File: config.mk
export PLATFORM = sky130hd
export DESIGN_NAME = uart_loader
export DESIGN_NICKNAME = d
export VERILOG_FILES = /design/src/rtl/uart_loader.sv
export SDC_FILE = /design/constraint.sdc
export NUM_CORES = 1
export LEC_CHECK = 0
export CAP_MARGIN = 20
export CORE_AREA = 2 2 123 125
export CTS_BUF_LIST = sky130_fd_sc_hd__clkbuf_8
export DETAILED_ROUTE_END_ITERATION = 12
export DIE_AREA = 0 0 125 127
export SKIP_CTS_REPAIR_TIMING = 1
export SYNTH_ARGS = -nofsm -noshare
export SYNTH_HDL_FRONTEND = slang
export SYNTH_SLANG_ARGS = --single-unit
File: constraint.sdc
create_clock -name clock -period 3.1 [get_ports clock]
set_input_delay 0.465 -clock clock [delete_from_list [all_inputs] [get_ports clock]]
set_output_delay 0.465 -clock clock [all_outputs]
set_load 0.005 [all_outputs]
File: src/rtl/uart_loader.sv
// uart_loader: UART 8N1 frame receiver that writes a length-prefixed, checksummed payload into memory
module uart_loader #(
    parameter int CLKS_PER_BIT = 234,
    parameter int MAX_LEN      = 256
) (
    input  logic        clock,
    input  logic        reset,
    input  logic        rx,
    output logic [15:0] mem_addr,
    output logic [7:0]  mem_data,
    output logic        mem_write,
    output logic        mem_req,
    input  logic        mem_done,
    output logic        load_active,
    output logic        load_done,
    output logic        load_error
);
    localparam logic [15:0] BIT_END  = 16'(CLKS_PER_BIT - 1);
    localparam logic [15:0] HALF_END = 16'(CLKS_PER_BIT / 2 - 1);
    localparam logic [16:0] MAX_LEN_W = 17'(MAX_LEN);

    typedef enum logic [2:0] {R_IDLE, R_START, R_DATA, R_STOP, R_WAIT} rx_state_t;
    typedef enum logic [2:0] {IDLE, LEN_HI, LEN_LO, DATA, WRITE, SUM} ld_state_t;

    logic        rx_meta, rx_sync, rx_prev;
    rx_state_t   rs, rs_nxt;
    logic [15:0] bit_cnt, bit_cnt_nxt;
    logic [2:0]  bit_idx, bit_idx_nxt;
    logic [7:0]  shreg, shreg_nxt;
    logic        byte_valid, frame_err;

    ld_state_t   ls, ls_nxt;
    logic [7:0]  len_hi, len_hi_nxt;
    logic [15:0] len, len_nxt;
    logic [16:0] cnt, cnt_nxt;
    logic [7:0]  sum, sum_nxt;
    logic [7:0]  skid, skid_nxt;
    logic        skid_full, skid_full_nxt;
    logic [7:0]  mem_data_nxt;
    logic        mem_req_nxt, load_done_nxt, load_error_nxt;
    logic        take, abort;
    logic [7:0]  in_byte;

    // two-flop synchronizer plus a delayed copy for falling-edge detection; idle-high after reset
    always_ff @(posedge clock or posedge reset) begin
        if (reset) begin
            rx_meta <= 1'b1;
            rx_sync <= 1'b1;
            rx_prev <= 1'b1;
        end else begin
            rx_meta <= rx;
            rx_sync <= rx_meta;
            rx_prev <= rx_sync;
        end
    end

    // receiver state and bit-timing registers
    always_ff @(posedge clock or posedge reset) begin
        if (reset) begin
            rs      <= R_IDLE;
            bit_cnt <= '0;
            bit_idx <= '0;
            shreg   <= '0;
        end else begin
            rs      <= rs_nxt;
            bit_cnt <= bit_cnt_nxt;
            bit_idx <= bit_idx_nxt;
            shreg   <= shreg_nxt;
        end
    end

    // receiver: mid-bit sampling, false-start rejection, stop-bit check and re-arm on rx high
    always_comb begin
        rs_nxt      = rs;
        bit_cnt_nxt = bit_cnt + 16'd1;
        bit_idx_nxt = bit_idx;
        shreg_nxt   = shreg;
        byte_valid  = 1'b0;
        frame_err   = 1'b0;
        case (rs)
            R_IDLE: begin
                bit_cnt_nxt = '0;
                rs_nxt      = (rx_prev && !rx_sync) ? R_START : R_IDLE;
            end
            R_START: if (bit_cnt == HALF_END) begin
                bit_cnt_nxt = '0;
                bit_idx_nxt = '0;
                rs_nxt      = rx_sync ? R_IDLE : R_DATA;
            end
            R_DATA: if (bit_cnt == BIT_END) begin
                bit_cnt_nxt = '0;
                shreg_nxt   = {rx_sync, shreg[7:1]};
                bit_idx_nxt = bit_idx + 3'd1;
                rs_nxt      = (bit_idx == 3'd7) ? R_STOP : R_DATA;
            end
            R_STOP: if (bit_cnt == BIT_END) begin
                byte_valid = rx_sync;
                frame_err  = !rx_sync;
                rs_nxt     = rx_sync ? R_IDLE : R_WAIT;
            end
            R_WAIT: rs_nxt = rx_sync ? R_IDLE : R_WAIT;
            default: rs_nxt = R_IDLE;
        endcase
    end

    // loader state, counters, skid buffer and memory-side registers
    always_ff @(posedge clock or posedge reset) begin
        if (reset) begin
            ls         <= IDLE;
            len_hi     <= '0;
            len        <= '0;
            cnt        <= '0;
            sum        <= '0;
            skid       <= '0;
            skid_full  <= 1'b0;
            mem_data   <= '0;
            mem_req    <= 1'b0;
            load_done  <= 1'b0;
            load_error <= 1'b0;
        end else begin
            ls         <= ls_nxt;
            len_hi     <= len_hi_nxt;
            len        <= len_nxt;
            cnt        <= cnt_nxt;
            sum        <= sum_nxt;
            skid       <= skid_nxt;
            skid_full  <= skid_full_nxt;
            mem_data   <= mem_data_nxt;
            mem_req    <= mem_req_nxt;
            load_done  <= load_done_nxt;
            load_error <= load_error_nxt;
        end
    end

    // loader: skid-buffered byte intake, frame parsing, write handshake and abort handling
    always_comb begin
        ls_nxt         = ls;
        len_hi_nxt     = len_hi;
        len_nxt        = len;
        cnt_nxt        = cnt;
        sum_nxt        = sum;
        skid_nxt       = skid;
        skid_full_nxt  = skid_full;
        mem_data_nxt   = mem_data;
        mem_req_nxt    = mem_req;
        load_done_nxt  = load_done;
        load_error_nxt = load_error;
        abort          = 1'b0;
        take           = 1'b0;
        in_byte        = skid_full ? skid : shreg;
        if (ls == WRITE) begin
            abort         = byte_valid && skid_full;
            skid_full_nxt = skid_full || byte_valid;
            skid_nxt      = (byte_valid && !skid_full) ? shreg : skid;
        end else begin
            take          = skid_full || byte_valid;
            skid_full_nxt = skid_full && byte_valid;
            skid_nxt      = (skid_full && byte_valid) ? shreg : skid;
        end
        case (ls)
            IDLE: if (take && in_byte == 8'hA5) begin
                ls_nxt         = LEN_HI;
                load_done_nxt  = 1'b0;
                load_error_nxt = 1'b0;
                cnt_nxt        = '0;
                sum_nxt        = '0;
            end
            LEN_HI: if (take) begin
                len_hi_nxt = in_byte;
                ls_nxt     = LEN_LO;
            end
            LEN_LO: if (take) begin
                len_nxt = {len_hi, in_byte};
                abort   = {1'b0, len_hi, in_byte} > MAX_LEN_W;
                ls_nxt  = ({len_hi, in_byte} == 16'd0) ? SUM : DATA;
            end
            DATA: if (take) begin
                mem_data_nxt = in_byte;
                sum_nxt      = sum + in_byte;
                mem_req_nxt  = 1'b1;
                ls_nxt       = WRITE;
            end
            WRITE: if (mem_req && mem_done) begin
                mem_req_nxt = 1'b0;
                cnt_nxt     = cnt + 17'd1;
                ls_nxt      = (cnt + 17'd1 == {1'b0, len}) ? SUM : DATA;
            end
            SUM: if (take) begin
                abort         = in_byte != sum;
                load_done_nxt = in_byte == sum;
                ls_nxt        = IDLE;
            end
            default: ls_nxt = IDLE;
        endcase
        if (frame_err && ls != IDLE) abort = 1'b1;
        if (abort) begin
            ls_nxt         = IDLE;
            load_error_nxt = 1'b1;
            load_done_nxt  = 1'b0;
            mem_req_nxt    = 1'b0;
            skid_full_nxt  = 1'b0;
        end
    end

    assign mem_addr    = cnt[15:0];
    assign mem_write   = mem_req;
    assign load_active = ls != IDLE;
endmodule

==> report_table.html, run 1 <==
<table>
<tr><th>Metric</th><th>Value</th></tr>
<tr><th colspan="2">Clock network</th></tr>
<tr><td>Clock transition at the register clock pins on the worst setup and hold paths after CTS</td><td>0.10 ns</td></tr>
<tr><td>Number of clock sinks</td><td>105</td></tr>
<tr><td>Inserted Clock Buffers</td><td>9</td></tr>
<tr><td>Clock insertion delay at the later pin of the skew report</td><td>0.39 ns</td></tr>
<tr><td># H-tree levels</td><td>3</td></tr>
<tr><td>CTS root buf</td><td>clkbuf_8</td></tr>
<tr><td>Clock tree from TritonCTS</td><td>built</td></tr>
<tr><td>Clock Path Buffers</td><td>2</td></tr>
<tr><th colspan="2">Final layout</th></tr>
<tr><td>Post-route cell area</td><td>6540 um^2</td></tr>
<tr><td>Fraction of final layout cells sized beyond drive strength 1</td><td>0.124</td></tr>
<tr><td>Count of non-filler cells in the finished layout</td><td>836</td></tr>
<tr><td>Final core occ</td><td>0.453</td></tr>
<tr><td>Growth of design area from synthesis to finish</td><td>12.5%</td></tr>
<tr><td>Number of diodes added for antenna fixing</td><td>0</td></tr>
<tr><td>Fillcell total</td><td>1361</td></tr>
<tr><td>Sequential Area</td><td>2630 um^2</td></tr>
<tr><td># nets final</td><td>666</td></tr>
<tr><td>Multi-input combinational cell area</td><td>2860 um^2</td></tr>
<tr><th colspan="2">Worst setup path</th></tr>
<tr><td>Largest stage delay, worst path</td><td>0.52 ns</td></tr>
<tr><td>Terminus of the critical flop-to-flop path</td><td>ls[1]</td></tr>
<tr><td>Path depth of the worst reg2reg path</td><td>9</td></tr>
<tr><td>Crit path buffers/inverters</td><td>1</td></tr>
<tr><td>Reg-to-reg startpoint</td><td>bit_cnt[1]</td></tr>
<tr><td>Cells traversed along the worst timing path</td><td>inv_1 &gt; ha_1 &gt; or4bb_1 &gt; or4_1 &gt; o22ai_1 &gt; o31a_2 &gt; o21a_2 &gt; nand2_1 &gt; o311ai_1</td></tr>
<tr><td>Critical path class</td><td>flip-flop to flip-flop</td></tr>
<tr><td>Max FO, Critical Path</td><td>6</td></tr>
<tr><td>Category of cells accounting for the largest share of critical-path delay</td><td>simple AND/OR/NAND/NOR gates</td></tr>
<tr><td>Worst setup slack for register-to-register paths</td><td>0.21 ns</td></tr>
<tr><td>Critical Path Slowest Stage Cell</td><td>or4_1</td></tr>
<tr><td>Crit path required time</td><td>3.39 ns</td></tr>
<tr><td>Data arrival time of the critical path</td><td>3.18 ns</td></tr>
<tr><td>Critical Path Start Type</td><td>flip-flop</td></tr>
<tr><td>Kind of end point of the critical path</td><td>flip-flop</td></tr>
<tr><th colspan="2">Timing</th></tr>
<tr><td>Total setup violations reported at the end of the flow</td><td>0</td></tr>
<tr><td>Highest clock rate</td><td>347 MHz</td></tr>
<tr><td>Final clock period utilization by the worst path</td><td>0.931</td></tr>
<tr><td>Number of max-slew violations in the final report</td><td>0</td></tr>
<tr><td>Post-layout min period</td><td>2.89 ns</td></tr>
<tr><td>Unrepaired setup endpoints after global routing</td><td>false</td></tr>
<tr><td>Worst path setup slack after routing</td><td>0.214 ns</td></tr>
<tr><td>Count of final hold-check violations</td><td>0</td></tr>
<tr><td>Setup TNS</td><td>0 ns</td></tr>
<tr><td>Worst Skew</td><td>0.00863 ns</td></tr>
<tr><td>Tightest Pin Transition</td><td>0.866 ns</td></tr>
<tr><td>Worst relative slew slack</td><td>0.421</td></tr>
<tr><th colspan="2">Logic synthesis</th></tr>
<tr><td>Post-Synthesis Cells</td><td>617</td></tr>
<tr><td>Number of nets produced by synthesis</td><td>635</td></tr>
<tr><td>Number of enable-type register cells in the synthesized netlist</td><td>0</td></tr>
<tr><td>Avg Cell Area, Syn</td><td>9.42 um^2</td></tr>
<tr><td>Share of the yosys chip area belonging to registers</td><td>0.453</td></tr>
<tr><td>Leading register cell type out of synthesis</td><td>dfrtp_1</td></tr>
<tr><td>Share of flip-flops with an asynchronous set or reset</td><td>1.00</td></tr>
<tr><td>#FFs+latches synth</td><td>105</td></tr>
<tr><td>Cell accounting for the most synthesized area</td><td>dfrtp_1</td></tr>
<tr><td>Cell with the most instances after synthesis</td><td>dfrtp_1</td></tr>
<tr><td>Commonest cells in the synthesized netlist</td><td>dfrtp_1 (102), nor2_1 (90), nand2_1 (44), a21oi_1 (39), o21ai_0 (33)</td></tr>
<tr><td>Distinct cell type count of the synthesized netlist</td><td>63</td></tr>
<tr><td>Fraction of synthesized cell area taken by the top area cell type</td><td>0.439</td></tr>
<tr><td>Syn Std Cell Area</td><td>5810 um^2</td></tr>
<tr><td>Most area-consuming cells after synthesis</td><td>dfrtp_1 (44%), nor2_1 (5.8%), mux2_2 (4.1%)</td></tr>
<tr><td>YS warnings</td><td>0</td></tr>
<tr><th colspan="2">Worst hold path</th></tr>
<tr><td>Min-Delay Endpoint</td><td>rx_sync</td></tr>
<tr><td>Launch instance of the worst min-delay path</td><td>rx_meta</td></tr>
<tr><td>Worst min path class</td><td>flip-flop to flip-flop</td></tr>
<tr><td>Hold Path Depth</td><td>0</td></tr>
<tr><th colspan="2">Die</th></tr>
<tr><td>Die footprint</td><td>15900 um^2</td></tr>
<tr><td>Std cell rows</td><td>44</td></tr>
<tr><td>Core region area</td><td>14400 um^2</td></tr>
<tr><td>Die width</td><td>125 um</td></tr>
<tr><td>I/O pin cnt</td><td>33</td></tr>
<tr><td>Initial core utilization</td><td>0.403</td></tr>
<tr><td>Die height</td><td>127 um</td></tr>
<tr><th colspan="2">Pwr</th></tr>
<tr><td>Cell area power density</td><td>382 nW/um^2</td></tr>
<tr><td>IR drop worst, VDD</td><td>0.000199 V</td></tr>
<tr><td>Static leakage power</td><td>0.00301 uW</td></tr>
<tr><th colspan="2">Detailed routing</th></tr>
<tr><td>Post-DR vias/cell</td><td>5.40</td></tr>
<tr><td>Remaining design rule violation count</td><td>0</td></tr>
<tr><td>Routed length per placed instance</td><td>15.1 um</td></tr>
<tr><td>Remaining antenna violation count</td><td>0</td></tr>
<tr><td>DRC marker count from the first detailed-route iteration</td><td>323</td></tr>
<tr><td>Final routed wirelength across all metal layers</td><td>12600 um</td></tr>
<tr><td>Number of optimization iterations in the first detailed-route pass</td><td>5</td></tr>
<tr><td>Overall via count from detail_route</td><td>4511</td></tr>
<tr><th colspan="2">Global routing</th></tr>
<tr><td>Number of antenna violations at the first check in global routing</td><td>0</td></tr>
<tr><td>Wire length of the first global-routing pass</td><td>21200 um</td></tr>
<tr><td>Grt ovf</td><td>0</td></tr>
<tr><td>Largest net degree at the start of global routing</td><td>48</td></tr>
<tr><td>Number of global-route vias before repair</td><td>4302</td></tr>
<tr><td>Overall track demand over capacity in global routing</td><td>0.165</td></tr>
<tr><th colspan="2">Placement</th></tr>
<tr><td>Number of port buffers</td><td>32</td></tr>
<tr><td>Post-Place Setup Slack</td><td>0.113 ns</td></tr>
<tr><td>Placed instance area</td><td>6360 um^2</td></tr>
<tr><td>Detailed placement HPWL</td><td>9260 um</td></tr>
<tr><td>Weighted congestion reported at the end of routability-driven placement</td><td>0.873</td></tr>
<tr><td>Number of instances in the placed design</td><td>820</td></tr>
<tr><th colspan="2">Run status</th></tr>
<tr><td>Outcome</td><td>completed</td></tr>
<tr><th colspan="2">Flow run</th></tr>
<tr><td>Max-cap violation count</td><td>0</td></tr>
</table>
[registers in the layout (all words and copies together), names as in the netlist, 3 cells and up]
register	cells
bit_cnt	16
bit_idx	3
cnt	17
len	16
len_hi	8
ls	3
mem_data	8
rs	3
shreg	8
skid	8
sum	8
[worst max path at each step]
stage / from / to / slack (ns) / depth (start not counted)
after floorplan: skid_full / ls[1] / 0.20 / 11
after global placement: bit_cnt[1] / len[13] / 0.19 / 7
after detailed placement: bit_cnt[1] / len[6] / 0.11 / 9
after CTS: bit_cnt[1] / len[6] / 0.09 / 9
after global routing: bit_cnt[1] / ls[1] / 0.03 / 9
final: bit_cnt[1] / ls[1] / 0.21 / 9
[metrics by stage]
| step | hold slack, ns | power, uW |
|---|---|---|
| CTS | 0.362 | 2530 |
| global route | 0.373 | 2640 |
| detailed placement | 0.349 | 1770 |
| floorplan | 0.345 | 1700 |
| finish | 0.361 | 2500 |
| global placement | 0.345 | 1760 |
[area by class of cell]
| class | instances | area share |
|---|---|---|
| repair buffers | 63 | 0.0884 |
| multi-input cells | 450 | 0.438 |
| clock inverters | 5 | 0.00364 |
| well taps | 184 | 0.0352 |
| clock buffers | 10 | 0.0210 |
| flip-flops and latches | 105 | 0.403 |
| inverters | 19 | 0.0115 |
[cell families (layout without fill, tap and decap cells)]
kind of cell | Yosys count | in the layout | share of synthesized area
buffers and inverters | 62 | 97 | 0.0549
DFF | 105 | 105 | 0.453
AOI/OAI and AO/OA | 121 | 121 | 0.131
muxes | 36 | 36 | 0.0674
xor gates and xnor gates | 41 | 41 | 0.0618
and+or+nand+nor | 237 | 237 | 0.199
adders and majority gates | 15 | 15 | 0.0332
[report_power, final]
group	switching [uW]	internal (uW)	total (uW)
combinational	143	97.1	240
clock	460	302	761
sequential	68.8	1430	1500
[cells in the final DEF (no fill, tap or decap), drive strengths merged, types with 8 or more instances in the layout]
cell           netlist  routed
mux2                25      25
and3                 8       8
clkbuf              16      10
mux2i               11      11
o31ai               10      10
clkdlybuf4s50        0      32
nor2b                9       9
buf                 27      31
or4                  8       8
dfrtp              102     102
a22o                 8       8
xor2                15      15
nor2                91      91
nor3                15      15
o21ai               33      33
nand2               44      44
xnor2               26      26
a21oi               40      40
ha                  13      13
inv                 19      19
nand3               22      22
[routing by layer]
| metal | wire length, um | part of all wire | GRT usage | vias to the layer above |
|---|---|---|---|---|
| li1 | - | - | - | 2218 |
| met4 | 201 | 0.016 | 0.0575 | 0 |
| met5 | 0 | 0 | 0 | - |
| met1 | 5850 | 0.46 | 0.221 | 2199 |
| met2 | 6150 | 0.49 | 0.267 | 82 |
| met3 | 431 | 0.034 | 0.0352 | 12 |
(Power assumes the default switching activity.)
==> inputs of run 2 (changes only) <==
--- a/config.mk
+++ b/config.mk
@@ -5,11 +5,12 @@
 export SDC_FILE = /design/constraint.sdc
 export NUM_CORES = 1
 export LEC_CHECK = 0
+export ABC_AREA = 1
 export CAP_MARGIN = 20
-export CORE_AREA = 2 2 123 125
+export CORE_AREA = 2 2 124 126
 export CTS_BUF_LIST = sky130_fd_sc_hd__clkbuf_8
 export DETAILED_ROUTE_END_ITERATION = 12
-export DIE_AREA = 0 0 125 127
+export DIE_AREA = 0 0 126 128
 export SKIP_CTS_REPAIR_TIMING = 1
 export SYNTH_ARGS = -nofsm -noshare
 export SYNTH_HDL_FRONTEND = slang
==> constraint.sdc (replaced) <==
create_clock -name clock -period 3.1 [get_ports clock]
set_input_delay 0.465 -clock clock [delete_from_list [all_inputs] [get_ports clock]]
set_output_delay 0.465 -clock clock [all_outputs]
set_load 0.05 [all_outputs]
==> run 2 against run 1 <==
  * Critical path depth up 7
  * Global-route usage up 1.4 points
  * Clock skew up 0.0027 ns
  * Clock power up 17%
  * Synthesized area up 2.9%
  * Maximum frequency up 9.5%
  * Sequential power about the same
  * Setup slack better by 0.25 ns
  * Critical path type unchanged
  * Largest cell class unchanged
  * Highest routed layer unchanged
==> report_table.html, run 2 <==
<table>
<tr><th>Metric</th><th>Value</th></tr>
<tr><th colspan="2">Run status</th></tr>
<tr><td>Outcome</td><td>completed</td></tr>
<tr><th colspan="2">Timing</th></tr>
<tr><td>Worst Skew</td><td>0.0113 ns (+0.00269 ns)</td></tr>
<tr><td>Tightest Pin Transition</td><td>0.619 ns (-0.246 ns)</td></tr>
<tr><td>Count of final hold-check violations</td><td>0 (unchanged)</td></tr>
<tr><td>Final clock period utilization by the worst path</td><td>0.850 (-0.0808)</td></tr>
<tr><td>Worst relative slew slack</td><td>0.587 (+0.165)</td></tr>
<tr><td>Setup TNS</td><td>0 ns (unchanged)</td></tr>
<tr><td>Number of max-slew violations in the final report</td><td>0 (unchanged)</td></tr>
<tr><td>Worst path setup slack after routing</td><td>0.465 ns (+0.250 ns)</td></tr>
<tr><td>Unrepaired setup endpoints after global routing</td><td>false</td></tr>
<tr><td>Highest clock rate</td><td>379 MHz (+9.5%)</td></tr>
<tr><td>Post-layout min period</td><td>2.64 ns (-0.250 ns)</td></tr>
<tr><td>Total setup violations reported at the end of the flow</td><td>0 (unchanged)</td></tr>
<tr><th colspan="2">Clock network</th></tr>
<tr><td>Number of clock sinks</td><td>105 (unchanged)</td></tr>
<tr><td>Clock transition at the register clock pins on the worst setup and hold paths after CTS</td><td>0.10 ns (about the same)</td></tr>
<tr><td>CTS root buf</td><td>clkbuf_8</td></tr>
<tr><td>Clock tree from TritonCTS</td><td>built</td></tr>
<tr><td>Inserted Clock Buffers</td><td>9 (unchanged)</td></tr>
<tr><td># H-tree levels</td><td>3 (unchanged)</td></tr>
<tr><td>Clock insertion delay at the later pin of the skew report</td><td>0.39 ns (about the same)</td></tr>
<tr><td>Clock Path Buffers</td><td>2 (unchanged)</td></tr>
<tr><th colspan="2">Final layout</th></tr>
<tr><td>Registers with the most flip-flops</td><td>cnt: 17 flops, bit_cnt: 16 flops, len: 16 flops</td></tr>
<tr><td>Post-route cell area</td><td>6620 um^2 (+1.3%)</td></tr>
<tr><td>Final core occ</td><td>0.446 (-0.00779)</td></tr>
<tr><td>Fraction of final layout cells sized beyond drive strength 1</td><td>0.0876 (-0.0366)</td></tr>
<tr><td>Number of flip-flops in the largest register</td><td>17 (unchanged)</td></tr>
<tr><td>Most frequent cells in the layout</td><td>nand2_1 (206), inv_1 (106), dfrtp_1 (102)</td></tr>
<tr><td>Most common cell after layout, fill and taps aside</td><td>nand2_1</td></tr>
<tr><td>Number of diodes added for antenna fixing</td><td>0 (unchanged)</td></tr>
<tr><td>Register containing the most flip-flops in the final layout</td><td>cnt</td></tr>
<tr><td># nets final</td><td>835 (+25%)</td></tr>
<tr><td>Growth of design area from synthesis to finish</td><td>10.8%</td></tr>
<tr><th colspan="2">Placement</th></tr>
<tr><td>Weighted congestion reported at the end of routability-driven placement</td><td>0.846 (-3.1%)</td></tr>
<tr><td>Detailed placement HPWL</td><td>10100 um (+8.7%)</td></tr>
<tr><td>Post-Place Setup Slack</td><td>0.516 ns (+0.403 ns)</td></tr>
<tr><td>Placed instance area</td><td>6420 um^2 (+1.0%)</td></tr>
<tr><td>Number of port buffers</td><td>32 (unchanged)</td></tr>
<tr><th colspan="2">Logic synthesis</th></tr>
<tr><td>Number of nets produced by synthesis</td><td>814 (+28%)</td></tr>
<tr><td>Avg Cell Area, Syn</td><td>7.51 um^2 (-20%)</td></tr>
<tr><td>Post-Synthesis Cells</td><td>796 (+29%)</td></tr>
<tr><td>Leading register cell type out of synthesis</td><td>dfrtp_1</td></tr>
<tr><td>Commonest cells in the synthesized netlist</td><td>nand2_1 (206), inv_1 (107), dfrtp_1 (102), nor2_1 (75), nand3_1 (63)</td></tr>
<tr><td>Number of enable-type register cells in the synthesized netlist</td><td>0 (unchanged)</td></tr>
<tr><td>Cell with the most instances after synthesis</td><td>nand2_1</td></tr>
<tr><td>Distinct cell type count of the synthesized netlist</td><td>40 (-37%)</td></tr>
<tr><td>Syn Std Cell Area</td><td>5980 um^2 (+2.9%)</td></tr>
<tr><td>YS warnings</td><td>0 (unchanged)</td></tr>
<tr><td>Share of flip-flops with an asynchronous set or reset</td><td>1.00 (unchanged)</td></tr>
<tr><td>#FFs+latches synth</td><td>105 (unchanged)</td></tr>
<tr><td>Cell accounting for the most synthesized area</td><td>dfrtp_1</td></tr>
<tr><td>Most area-consuming cells after synthesis</td><td>dfrtp_1 (43%), nand2_1 (13%), inv_1 (6.7%)</td></tr>
<tr><td>Fraction of synthesized cell area taken by the top area cell type</td><td>0.427 (-0.0122)</td></tr>
<tr><td>Share of the yosys chip area belonging to registers</td><td>0.440 (-0.0126)</td></tr>
<tr><th colspan="2">Die</th></tr>
<tr><td>Die footprint</td><td>16100 um^2 (+1.6%)</td></tr>
<tr><td>Std cell rows</td><td>45 (+2.3%)</td></tr>
<tr><td>Die height</td><td>128 um (+0.79%)</td></tr>
<tr><td>Core region area</td><td>14900 um^2 (+3.1%)</td></tr>
<tr><td>Die width</td><td>126 um (+0.80%)</td></tr>
<tr><td>I/O pin cnt</td><td>33 (unchanged)</td></tr>
<tr><td>Initial core utilization</td><td>0.402 (-0.000743)</td></tr>
<tr><th colspan="2">Detailed routing</th></tr>
<tr><td>Remaining antenna violation count</td><td>0 (unchanged)</td></tr>
<tr><td>DRC marker count from the first detailed-route iteration</td><td>408 (+26%)</td></tr>
<tr><td>Final routed wirelength across all metal layers</td><td>13700 um (+8.4%)</td></tr>
<tr><td>Remaining design rule violation count</td><td>0 (unchanged)</td></tr>
<tr><td>Overall via count from detail_route</td><td>4946 (+9.6%)</td></tr>
<tr><td>Number of optimization iterations in the first detailed-route pass</td><td>6 (+1)</td></tr>
<tr><td>Routed length per placed instance</td><td>13.6 um (-10%)</td></tr>
<tr><td>Post-DR vias/cell</td><td>4.90 (-9.2%)</td></tr>
<tr><th colspan="2">Pwr</th></tr>
<tr><td>Cell area power density</td><td>409 nW/um^2 (+7.1%)</td></tr>
<tr><td>Overall Power</td><td>2710 uW (+8.5%)</td></tr>
<tr><td>IR drop worst, VDD</td><td>0.000219 V (+9.7%)</td></tr>
<tr><td>Static leakage power</td><td>0.00315 uW (+4.5%)</td></tr>
<tr><th colspan="2">Flow run</th></tr>
<tr><td>Max-cap violation count</td><td>0 (unchanged)</td></tr>
<tr><th colspan="2">Global routing</th></tr>
<tr><td>Number of antenna violations at the first check in global routing</td><td>0 (unchanged)</td></tr>
<tr><td>Overall track demand over capacity in global routing</td><td>0.179 (+0.0141)</td></tr>
<tr><td>Number of global-route vias before repair</td><td>4683 (+8.9%)</td></tr>
<tr><td>Grt ovf</td><td>0 (unchanged)</td></tr>
<tr><td>Largest net degree at the start of global routing</td><td>48 (unchanged)</td></tr>
<tr><td>Wire length of the first global-routing pass</td><td>23200 um (+9.5%)</td></tr>
<tr><th colspan="2">Worst setup path</th></tr>
<tr><td>Crit path required time</td><td>3.38 ns (about the same)</td></tr>
<tr><td>Max FO, Critical Path</td><td>16 (+10)</td></tr>
<tr><td>Crit path buffers/inverters</td><td>2 (+1)</td></tr>
<tr><td>Cells traversed along the worst timing path</td><td>nand2_1 &gt; o21ai_1 &gt; inv_1 &gt; ha_1 &gt; inv_1 &gt; nand3_1 &gt; nor2_1 &gt; a21boi_1 &gt; a21oi_1 &gt; nand2_2 &gt; nand2_2 &gt; nand2_2 &gt; nand2_4 &gt; nor2_4 &gt; nand2_1 &gt; nand2_1</td></tr>
<tr><td>Kind of end point of the critical path</td><td>flip-flop</td></tr>
<tr><td>Data arrival time of the critical path</td><td>2.92 ns (-0.26 ns)</td></tr>
<tr><td>Largest stage delay, worst path</td><td>0.69 ns (+0.17 ns)</td></tr>
<tr><td>Critical path class</td><td>flip-flop to flip-flop</td></tr>
<tr><td>Critical Path Slowest Stage Cell</td><td>dfrtp_1</td></tr>
<tr><td>Category of cells accounting for the largest share of critical-path delay</td><td>simple AND/OR/NAND/NOR gates</td></tr>
<tr><td>Critical Path Start Type</td><td>flip-flop</td></tr>
<tr><th colspan="2">Worst hold path</th></tr>
<tr><td>Worst min path class</td><td>flip-flop to flip-flop</td></tr>
</table>
run 2: cell families after synthesis:
| logic type | after synthesis | synth area share |
|---|---|---|
| and+or+nand+nor | 406 | 0.297 |
| buffers and inverters | 144 | 0.106 |
| AOI/OAI and AO/OA | 109 | 0.0990 |
| DFF | 105 | 0.440 |
| xor gates and xnor gates | 16 | 0.0234 |
| adders and majority gates | 14 | 0.0306 |
| muxes | 2 | 0.00356 |
run 2: metal layers:
layer,vias up,track usage,wire [um]
met5,-,0,0
met4,0,0.0537,218
met3,16,0.0326,360
met2,77,0.277,6110
met1,2276,0.257,6990
li1,2577,-,-
run 2: area by class of cell:
class,instances,area [um^2]
Clock buffer,9,124
Clock inverter,7,78.8
Fill cell,1517,8240
Inverter,113,428
Multi-Input combinational cell,547,2710
Sequential cell,105,2630
Tap cell,188,235
Timing Repair Buffer,41,413
run 2: final timing paths:
path | start | end | slack (ns) | cells after the start
worst max-delay path | skid_full | ls[2] | 0.46 | 16
worst min-delay path | rx_meta | rx_sync | 0.36 | 0
worst max register to register | skid_full | ls[2] | 0.46 | 16
worst min register to register | rx_meta | rx_sync | 0.36 | 0
max in group asynchronous | reset | sum[3] | 1.99 | 3
min in group asynchronous | reset | bit_cnt[14] | 0.48 | 2
run 2: report_power, final:
group	switching, uW	total, uW	internal, uW
logic	226	344	117
clock network	515	893	379
registers	50.3	1470	1420
run 2: metrics by stage:
stage	hold slack, ns	cells
after global placement	0.346	994
final	0.361	1010
after detailed placement	0.347	994
after CTS	0.362	1010
after global routing	0.372	1010
after floorplan	0.345	796
